$ cat config.mk
export PLATFORM = sky130hd
export DESIGN_NAME = binary_to_bcd
export DESIGN_NICKNAME = d
export VERILOG_FILES = /design/src/rtl/binary_to_bcd.sv
export SDC_FILE = /design/constraint.sdc
export NUM_CORES = 1
export LEC_CHECK = 0
export CAP_MARGIN = 20
export CORE_MARGIN = 10
export CORE_UTILIZATION = 52
export CTS_BUF_LIST = sky130_fd_sc_hd__clkbuf_8 sky130_fd_sc_hd__clkbuf_16
export CTS_CLUSTER_DIAMETER = 100
export CTS_CLUSTER_SIZE = 24
export DETAILED_ROUTE_END_ITERATION = 16
export GPL_TIMING_DRIVEN = 0
export PLACE_DENSITY = 0.83
export SYNTH_ARGS = -nofsm -noshare
export SYNTH_HDL_FRONTEND = slang
export SYNTH_SLANG_ARGS = --single-unit
$ cat constraint.sdc
create_clock -name clk -period 1.84 [get_ports clk]
set_clock_uncertainty 0.05 [all_clocks]
set_input_delay 0.46 -clock clk [delete_from_list [all_inputs] [get_ports clk]]
set_output_delay 0.46 -clock clk [all_outputs]
set_load 0.02 [all_outputs]
$ cat src/rtl/binary_to_bcd.sv
// 5-bit binary to two BCD digits via a free-running double-dabble engine. Fixed 7-cycle period.
// Outputs are registered and change only on the UPDATE edge. There is no backpressure.
module binary_to_bcd (
  input  logic       clk,
  input  logic       reset,
  input  logic [4:0] Nb,
  output logic [3:0] Decenas,
  output logic [3:0] Unidades,
  output logic       done
);

  localparam logic [1:0] S_LOAD   = 2'd0;
  localparam logic [1:0] S_SHIFT  = 2'd1;
  localparam logic [1:0] S_UPDATE = 2'd2;

  logic [1:0]  r_state;
  logic [12:0] r_work;
  logic [2:0]  r_cnt;
  logic [3:0]  r_dec;
  logic [3:0]  r_uni;
  logic        r_done;

  logic [3:0]  w_tens_adj;
  logic [3:0]  w_ones_adj;
  logic [12:0] w_shifted;

  // Each digit is corrected before the shift so it cannot exceed 9 once doubled.
  always_comb begin
    w_tens_adj = (r_work[12:9] >= 4'd5) ? r_work[12:9] + 4'd3 : r_work[12:9];
    w_ones_adj = (r_work[8:5]  >= 4'd5) ? r_work[8:5]  + 4'd3 : r_work[8:5];
    w_shifted  = {w_tens_adj[2:0], w_ones_adj, r_work[4:0], 1'b0};
  end

  always_ff @(posedge clk) begin
    if (reset) begin
      r_state <= S_LOAD;
      r_work  <= '0;
      r_cnt   <= '0;
      r_dec   <= '0;
      r_uni   <= '0;
      r_done  <= 1'b0;
    end else begin
      r_done <= 1'b0;
      case (r_state)
        S_LOAD: begin
          r_work  <= {8'd0, Nb};
          r_cnt   <= '0;
          r_state <= S_SHIFT;
        end
        S_SHIFT: begin
          r_work <= w_shifted;
          r_cnt  <= r_cnt + 3'd1;
          if (r_cnt == 3'd4) begin
            r_state <= S_UPDATE;
          end
        end
        S_UPDATE: begin
          r_dec   <= r_work[12:9];
          r_uni   <= r_work[8:5];
          r_done  <= 1'b1;
          r_state <= S_LOAD;
        end
        default: begin
          r_state <= S_LOAD;
        end
      endcase
    end
  end

  assign Decenas  = r_dec;
  assign Unidades = r_uni;
  assign done     = r_done;

endmodule

## Word level (Yosys, flattened, before mapping)

Index checks and enable logic that the tools add are counted.

| operators by class | value |
|---|---|
| mux-type cells | 7 |
| order comparisons | 2 |
| equality and inequality tests | 4 |
| reduce and logical (&&, ||, !) cells | 2 |
| add/sub/neg operators | 3 |

Operators with widths:

| operator | count |
|---|---|
| 13-bit case mux with 2 select lines | 1 |
| 4-bit by 3-bit >= comparator with 1-bit output (second input constant) | 2 |
| 3-bit case mux with 2 select lines | 1 |
| 4-bit by 2-bit adder with 4-bit output (second input constant) | 1 |
| 4-bit 2-to-1 mux | 1 |
| 2-bit case mux with 2 select lines | 1 |
| 3-bit by 1-bit adder with 3-bit output (second input constant) | 1 |
| 3-bit by 2-bit adder with 3-bit output (second input constant) | 1 |
| 3-bit == test (second input constant) | 1 |
| 3-bit 2-to-1 mux | 1 |
| 2-bit by 1-bit == test with 1-bit output (second input constant) | 1 |
| 2-bit == test (second input constant) | 1 |
| 2-bit logical NOT | 1 |
| 2-bit 2-to-1 mux | 1 |
| 2-bit inequality test (second input constant) | 1 |
| 2-bit nonzero test | 1 |
| 1-bit 2-to-1 mux | 1 |

| word-level totals | value |
|---|---|
| input port bits | 7 |
| output and inout port bits | 9 |
| word-level logic and storage cells | 24 |
| flip-flop bits (word level) | 27 |

## Logic depth before layout (Yosys ltp)

Gate-level depths: netlist of the first run.

| logic depth | value |
|---|---|
| word-level depth | 3 |
| depth in mapped cells | 6 |
| mapped depth without buffers | 6 |

## Least setup slack after synthesis of the first run

No wires, ideal clock.

| timing | value |
|---|---|
| kind | reg2reg |
| from | register r_work[6] |
| to | register r_work[7] |
| arrival | 1.186 ns |
| setup slack | 0.487 ns |
| stages on the path, launching flop included | 7 |
| period minus slack after synthesis | 1.353 ns |
| buffers on the path | 0 |
| data required time | 1.673 ns |
| setup time | 0.117 ns |
| cells stage by stage | dfxtp_1 -> inv_1 -> ha_1 -> nand2b_1 -> a21oi_4 -> mux2i_1 -> a22o_1 |

| between the ends | value |
|---|---|
| longest elaborated chain between the ends | 3 |

RTL lines:

| item | RTL line | source |
|---|---|---|
| start: declaration | 17 | `logic [12:0] r_work;` |
| start signal: assignment | 46 | `r_work <= {8'd0, Nb};` |
| start signal: assignment | 51 | `r_work <= w_shifted;` |
| 4-bit by 2-bit adder with 4-bit output / 4-bit by 3-bit >= comparator with 1-bit output (equally long branches) | 30 | `w_ones_adj = (r_work[8:5] >= 4'd5) ? r_work[8:5] + 4'd3 : r_work[8:5];` |
| 4-bit 2-to-1 mux (*) | 30 |  |
| 13-bit case mux with 2 select lines (*) | 44 | `case (r_state)` |

Every way passes the cells marked *; elsewhere a longest branch is shown, timed or not.
A chain may end at the register's enable or synchronous reset.

## Worst setup path after layout of the first run

| timing | value |
|---|---|
| from | register r_uni[0], in the netlist Unidades[0] |
| to | output Unidades[0] |

RTL lines:

| item | RTL line | source |
|---|---|---|
| start: declaration | 20 | `logic [3:0] r_uni;` |
| start signal: assignment | 59 | `r_uni <= r_work[8:5];` |
| end: declaration | 8 | `output logic [3:0] Unidades,` |

No word-level cell between the ends.

==> impl_results.md, run 1 <==
* Outcome: completed
* Sum of negative setup slack at 0 ps
* Share of synthesized area occupied by flip-flops and latches at 0.454
* Post-synth top area cell: dfxtp_1
* # fillers at 179
* Count of final setup violators at 0
* Fraction of the mapped netlist area in compound gates at 0.162
* Slew @ Worst Pin at ~430 ps
* Final count of hold timing violations at 0
* Final wirelength at 2170 um
* Number of nets in the layout at 166
* Residual overflow from global routing at 0
* Maximum number of pins on one net before global-route repair at 16
* # clock sinks at 27
* Post-detailed-route DRC marker count at 0
* Top-Level Pins at 16
* Largest vdd supply drop at 0.000546 V
* Max incr delay on CP at 610 ps
* Reported max-cap violation count at 0
* First-pass GRT wire length at ~3700 um
* Vert. Die Dim at 67.8 um
* Global Route Usage Sum at 0.101
* Unrepaired setup endpoints after global routing: no
* Number of global-route vias before repair at 911
* Worst endpoint required time at 1330 ps
* Final estimated routing congestion in global placement at 0.870
* Effective utilization at floorplan at 0.543
* Buffer cell driving the clock tree root: clkbuf_8
* Achievable clock frequency at 0.578 GHz
* Fraction of synthesis flops using an asynchronous set or reset pin at 0
* CTS-repair resized insts at 0
* Total standard cell area after synthesis at 1190 um^2
* Top-area cell type share of the netlist area at 0.454
* Number of nets still failing antenna checks after routing at 0
* CTS H-tree depth at 1
* Worst setup path category: reg -> out
* Worst-path fanout max at 2
* Fraction of layout cells with a size suffix above 1 at 0.0789
* Largest cells by area after synthesis: dfxtp_1 (45%), a21oi_1 (6.7%), ha_1 (6.3%), mux2i_1 (5.9%), nand2_1 (5.4%)
* Input/output buffers at 15
* Number of buffers inserted for hold repair after clock tree synthesis at 0
* Avg Inst Size Synth at ~8.9 um^2
* Clock tree from TritonCTS: yes
* Setup Slack @ Placement at 159 ps
* Die width at 67.8 um
* Crit-path leading delay family: buffers and inverters
* Total of warnings raised by yosys at 0
* Post-synth net total at 146
* Initial antenna violation count at 0
* Flops & latches, synth at 27
* P per Cell Area at 698 nW/um^2
* Largest family of logic cells by synthesized area: simple AND/OR/NAND/NOR gates
* Worst setup EP type: output pin
* WL met1 at about 970 um
* Met2 wirelength from detailed routing at 1030 um
* Most used flip-flop cell after synthesis: dfxtp_1
* Post-synthesis adder-cell area fraction at 0.0631
* Slowest stage cell on the critical path: clkdlybuf4s50_1
* Max Used Layer: met4
* Max-slew headroom at 0.711
* Number of vias per cell at 5.12
* Met3 wire length at 131 um
* Post-Synthesis Cells at 133
* Mux cell area share after synthesis at 0.0589
* Data arrival time at the worst-slack endpoint at 1220 ps
* Tcrit/Tclk final at 0.941
* Worst min-delay path category: reg -> reg
* Final critical path time including I/O delays and setup at 1730 ps
* Initial drt markers at 62
* Syn-to-layout area delta at 19.5%
* Number of synthesized flops with an enable pin at 0
* Antenna diode count at 0
* Xor and xnor area share after synthesis at 0.0221
* CP Buf/Inv Count at 1
* Worst reg-to-reg setup slack at 340 ps
* Overall die area at 4600 um^2
* Number of cell rows at 17
* Post-synth cell types at 27
* Clock Tree Buf Depth at 2
* Postcts setup bufs at 0
* Core area at 2190 um^2
* Sort of element at the start of the critical path: flop
* Half-perimeter wire length after placement at 1700 um
* Clock insertion delay at the later pin of the skew report at about 270 ps
* Simple-gate portion of the synthesized area at 0.187
* Total via count after detailed routing at about 920
* Pre-Repair DR Iteration Count at 4
* Least setup slack across all paths after layout at 109 ps
* Cts bufs inserted at 3
* Max-slew violations at 0
* Routed wire per std cell at 12.1 um
* Leak Pwr at 0.568 nW
* Clock slew at reported path FFs at around 90 ps
* Ordered list of cells on the worst path: clkdlybuf4s50_1
[layout make-up]
type | instances | area, um^2 | share of cell area
multi-input cells | 93 | 587 | 0.413
flip-flops and latches | 27 | 541 | 0.380
repair buffers | 15 | 150 | 0.106
clock buffers | 3 | 41.3 | 0.0290
plain buffers | 7 | 40.0 | 0.0282
well taps | 28 | 35.0 | 0.0246
inverters | 6 | 22.5 | 0.0158
clock inverters | 1 | 5.00 | 0.00352
[path summary, 6_finish.rpt]
kind,from,to,cells past startpoint
hold reg to reg,Decenas[3],Decenas[3],2
setup reg to reg,r_work[6],r_work[7],6
hold / removal,Decenas[3],Decenas[3],2
setup / recovery,Unidades[0],Unidades[0],1
[sequential cells by signal, indices dropped and copies added, names as in the netlist]
signal    cells
Decenas       4
Unidades      4
done          1
r_cnt         3
r_state       2
r_work       13
[report_power, final]
group / internal [W] / switching (W) / total [W]
Combinational: 0.0000331 / 0.0000311 / 0.0000642
Clock: 0.000152 / 0.000175 / 0.000326
Sequential: 0.000594 / 0.00000692 / 0.000601
Total: 0.000779 / 0.000213 / 0.000992
[stage by stage]
step | hold slack [ps] | std cells | total power, W | cell area [um^2] | util
global route | 442 | 180 | 0.00103 | 1420 | 0.649
CTS | 408 | 180 | 0.000999 | 1420 | 0.649
global placement | 393 | 176 | 0.000676 | 1380 | 0.628
finish | 406 | 180 | 0.000992 | 1420 | 0.649
floorplan | 392 | 133 | 0.000656 | 1190 | -
detailed placement | 396 | 176 | 0.000680 | 1380 | 0.628
[cell usage in the layout (no fill, tap or decap), types with 3 or more instances in the layout]
cell / count
nand2_1: 17
dfxtp_1: 27
ha_1: 6
mux2i_1: 7
buf_4: 3
nand2b_1: 3
a22o_1: 5
o21ai_0: 3
clkbuf_8: 3
inv_1: 6
a21oi_1: 16
clkdlybuf4s50_1: 15
nor2_1: 16
[cells in the mapped netlist, types with 2 or more instances]
| library cell | count |
|---|---|
| a21oi_1 | 16 |
| a22o_1 | 5 |
| a22oi_1 | 2 |
| and2b_1 | 2 |
| buf_2 | 2 |
| buf_4 | 3 |
| clkbuf_1 | 2 |
| dfxtp_1 | 27 |
| ha_1 | 6 |
| inv_1 | 6 |
| mux2i_1 | 7 |
| nand2_1 | 17 |
| nand2b_1 | 3 |
| nand3_1 | 2 |
| nor2_1 | 16 |
| nor2b_1 | 2 |
| nor3b_1 | 2 |
| o21ai_0 | 3 |
| xnor2_1 | 2 |
[kinds of logic after synthesis]
| logic type | count (synthesis) |
|---|---|
| AO/OA/AOI/OAI | 30 |
| XOR/XNOR | 3 |
| adder cells (fa/ha/maj) | 6 |
| buffers and inverters | 13 |
| flip-flops | 27 |
| multiplexers | 7 |
| AND/OR/NAND/NOR | 47 |
[routing by layer]
metal	up-vias	track usage
li1	478	-
met1	418	0.110
met2	21	0.181
met3	5	0.0261
met4	0	0.0452
met5	-	0
(Power assumes the default switching activity.)
==> run 2: changes to the inputs <==
- clock period: 1.84 -> 1.8 ns (I/O delays scaled with it)
==> results of run 2 <==
The final DEF is identical to that of run 1. Status: completed.
Main changes from that run: setup slack after placement 159 ps -> 129 ps; setup slack after layout 109 ps -> 79.3 ps; register-to-register setup slack 340 ps -> 300 ps; total power 0.000992 W -> 0.00101 W; worst IR drop on VDD 0.000546 V -> 0.000558 V
==> run 3: changes to the inputs <==
- GPL_TIMING_DRIVEN: 0 -> not set
==> run 3 against run 2 <==
Fmax decreased by 0.91%. Count of clock-buffer cells in the layout unchanged. Sequential power increased by 0.7%. Cell area decreased by 1.2%. Worst hold slack improved by 1.6 ps. Highest routed layer unchanged.
==> impl_results.md, run 3 (synthesized netlist as in run 1, its figures left out) <==
* Residual overflow from global routing at 0 (unchanged)
* Number of nets still failing antenna checks after routing at 0 (unchanged)
* Routed wire per std cell at 12.4 um (was 12.1 um)
* Outcome: completed (unchanged)
* Final estimated routing congestion in global placement at 0.793 (was 0.870)
* Die width at 67.8 um (unchanged)
* Clock tree from TritonCTS: yes (unchanged)
* Final wirelength at 2180 um (was 2170 um)
* Worst min-delay path category: reg -> reg (unchanged)
* Worst-path fanout max at 2 (unchanged)
* Met3 wire length at 148 um (was 131 um)
* Final count of hold timing violations at 0 (unchanged)
* Register share of total power at 0.607 (was 0.606)
* Slowest stage cell on the critical path: clkdlybuf4s50_1 (unchanged)
* Net load switching power at 0.000223 W (was 0.000218 W)
* Biggest register: r_work (unchanged)
* Leak Pwr at 0.558 nW (was 0.568 nW)
* Sort of element at the start of the critical path: flop (unchanged)
* # clock sinks at 27 (unchanged)
* Sum of negative setup slack at 0 ps (unchanged)
* Antenna diode count at 0 (unchanged)
* Post-detailed-route DRC marker count at 0 (unchanged)
* Slew @ Worst Pin at 506 ps (was 433 ps)
* CTS H-tree depth at 1 (unchanged)
* First-pass GRT wire length at 3820 um (was 3710 um)
* Fraction of layout cells with a size suffix above 1 at 0.0676 (was 0.0789)
* Number of vias per cell at 5.24 (was 5.12)
* CTS-repair resized insts at 0 (unchanged)
* WL met1 at 983 um (was 974 um)
* Top-Level Pins at 16 (unchanged)
* CP Buf/Inv Count at 1 (unchanged)
* Buffer cell driving the clock tree root: clkbuf_8 (unchanged)
* Postcts setup bufs at 0 (unchanged)
* Syn-to-layout area delta at 18.0% (was 19.5%)
* Clock Tree Buf Depth at 2 (unchanged)
* Number of buffers inserted for hold repair after clock tree synthesis at 0 (unchanged)
* Number of cell rows at 17 (unchanged)
* Setup Slack @ Placement at 229 ps (was 129 ps)
* Overall die area at 4600 um^2 (unchanged)
* Number of global-route vias before repair at 917 (was 911)
* Largest vdd supply drop at 0.000583 V (was 0.000558 V)
* Initial antenna violation count at 0 (unchanged)
* Worst endpoint required time at 1300 ps (about the same)
* Share of total power in combinational logic at 0.060 (was 0.065)
* Max Used Layer: met4 (unchanged)
* Data arrival time at the worst-slack endpoint at 1240 ps (was 1220 ps)
* Total via count after detailed routing at 922 (unchanged)
* Met2 wirelength from detailed routing at 997 um (was 1030 um)
* Most frequent standard cell in the layout excluding fill and tap cells: dfxtp_1 (unchanged)
* Final critical path time including I/O delays and setup at 1740 ps (was 1720 ps)
* Count of final setup violators at 0 (unchanged)
* Max incr delay on CP at 620 ps (was 610 ps)
* Input/output buffers at 15 (unchanged)
* Ordered list of cells on the worst path: clkdlybuf4s50_1 (unchanged)
* Commonest non-fill, non-tap cells in the layout: dfxtp_1 (27), nand2_1 (17), a21oi_1 (16), nor2_1 (16), clkdlybuf4s50_1 (15) (unchanged)
* Total design power at 0.00102 W (was 0.00101 W)
* Clock power share at 0.334 (was 0.329)
* Global Route Usage Sum at 0.106 (was 0.101)
* Maximum number of pins on one net before global-route repair at 22 (was 16)
* Pre-Repair DR Iteration Count at 4 (unchanged)
* Crit-path leading delay family: buffers and inverters (unchanged)
* Effective utilization at floorplan at 0.543 (unchanged)
* Max-slew headroom at 0.663 (was 0.711)
* Tcrit/Tclk final at 0.965 (was 0.956)
* Achievable clock frequency at 0.576 GHz (was 0.581 GHz)
* Initial drt markers at 26 (was 62)
* Max-slew violations at 0 (unchanged)
* Worst setup EP type: output pin (unchanged)
* Switching part of the total power at 0.219 (was 0.215)
* Clock slew at reported path FFs at 90 ps (about the same)
* Clock insertion delay at the later pin of the skew report at 270 ps (about the same)
* Cts bufs inserted at 3 (unchanged)
* Worst setup path category: reg -> out (unchanged)
* Reported max-cap violation count at 0 (unchanged)
* Vert. Die Dim at 67.8 um (unchanged)
* Half-perimeter wire length after placement at 1660 um (was 1700 um)
* Core area at 2190 um^2 (unchanged)
* Internal cell power at 0.000796 W (about the same)
* Unrepaired setup endpoints after global routing: no (unchanged)
* Largest register FFs at 13 (unchanged)
* Number of nets in the layout at 162 (was 166)
* Least setup slack across all paths after layout at 63.5 ps (was 79.3 ps)
* P per Cell Area at 726 nW/um^2 (was 713 nW/um^2)
==> run 3: changes by cell type in the layout (fill, tap and decap cells not counted), sizes merged <==
cell | previous run | this run
clkbuf | 5 | 3
buf | 5 | 3
==> run 3: final cells by class <==
class                           instances  area [um^2]
Tap cell                               28         35.0
Multi-Input combinational cell         93          587
Sequential cell                        27          541
Inverter                                6         22.5
Fill cell                             192          787
Timing Repair Buffer                   18          173
Clock inverter                          1         5.00
Clock buffer                            3         41.3
==> run 3: power groups by stage <==
stage          combinational, W  sequential [W]  clock (W)
5_1_grt               0.0000686        0.000620   0.000374
4_1_cts               0.0000614        0.000618   0.000351
6_report              0.0000608        0.000618   0.000340
3_5_place_dp          0.0000613        0.000632          0
2_1_floorplan         0.0000437        0.000627          0
3_3_place_gp          0.0000584        0.000631          0
==> run 3: path summary, 6_finish.rpt <==
kind                from  slack, ps           to  cells past startpoint
max          Unidades[3]         60  Unidades[3]                      1
max reg2reg    r_work[6]        300    r_work[7]                      6
min reg2reg  Unidades[2]        410  Unidades[2]                      2
min          Unidades[2]        410  Unidades[2]                      2
==> run 3: layer usage <==
layer | track usage | up-vias
met4 | 0.0528 | 0
met5 | 0 | -
li1 | - | 474
met3 | 0.0277 | 5
met1 | 0.113 | 423
met2 | 0.188 | 20
==> run 3: metrics by stage <==
stage,util,cells,cell area [um^2],hold WS (ps)
after floorplan,-,133,1190,392
after global placement,0.620,172,1360,395
after detailed placement,0.620,172,1360,397
after CTS,0.641,176,1400,409
after global routing,0.641,176,1400,439
final,0.641,176,1400,407
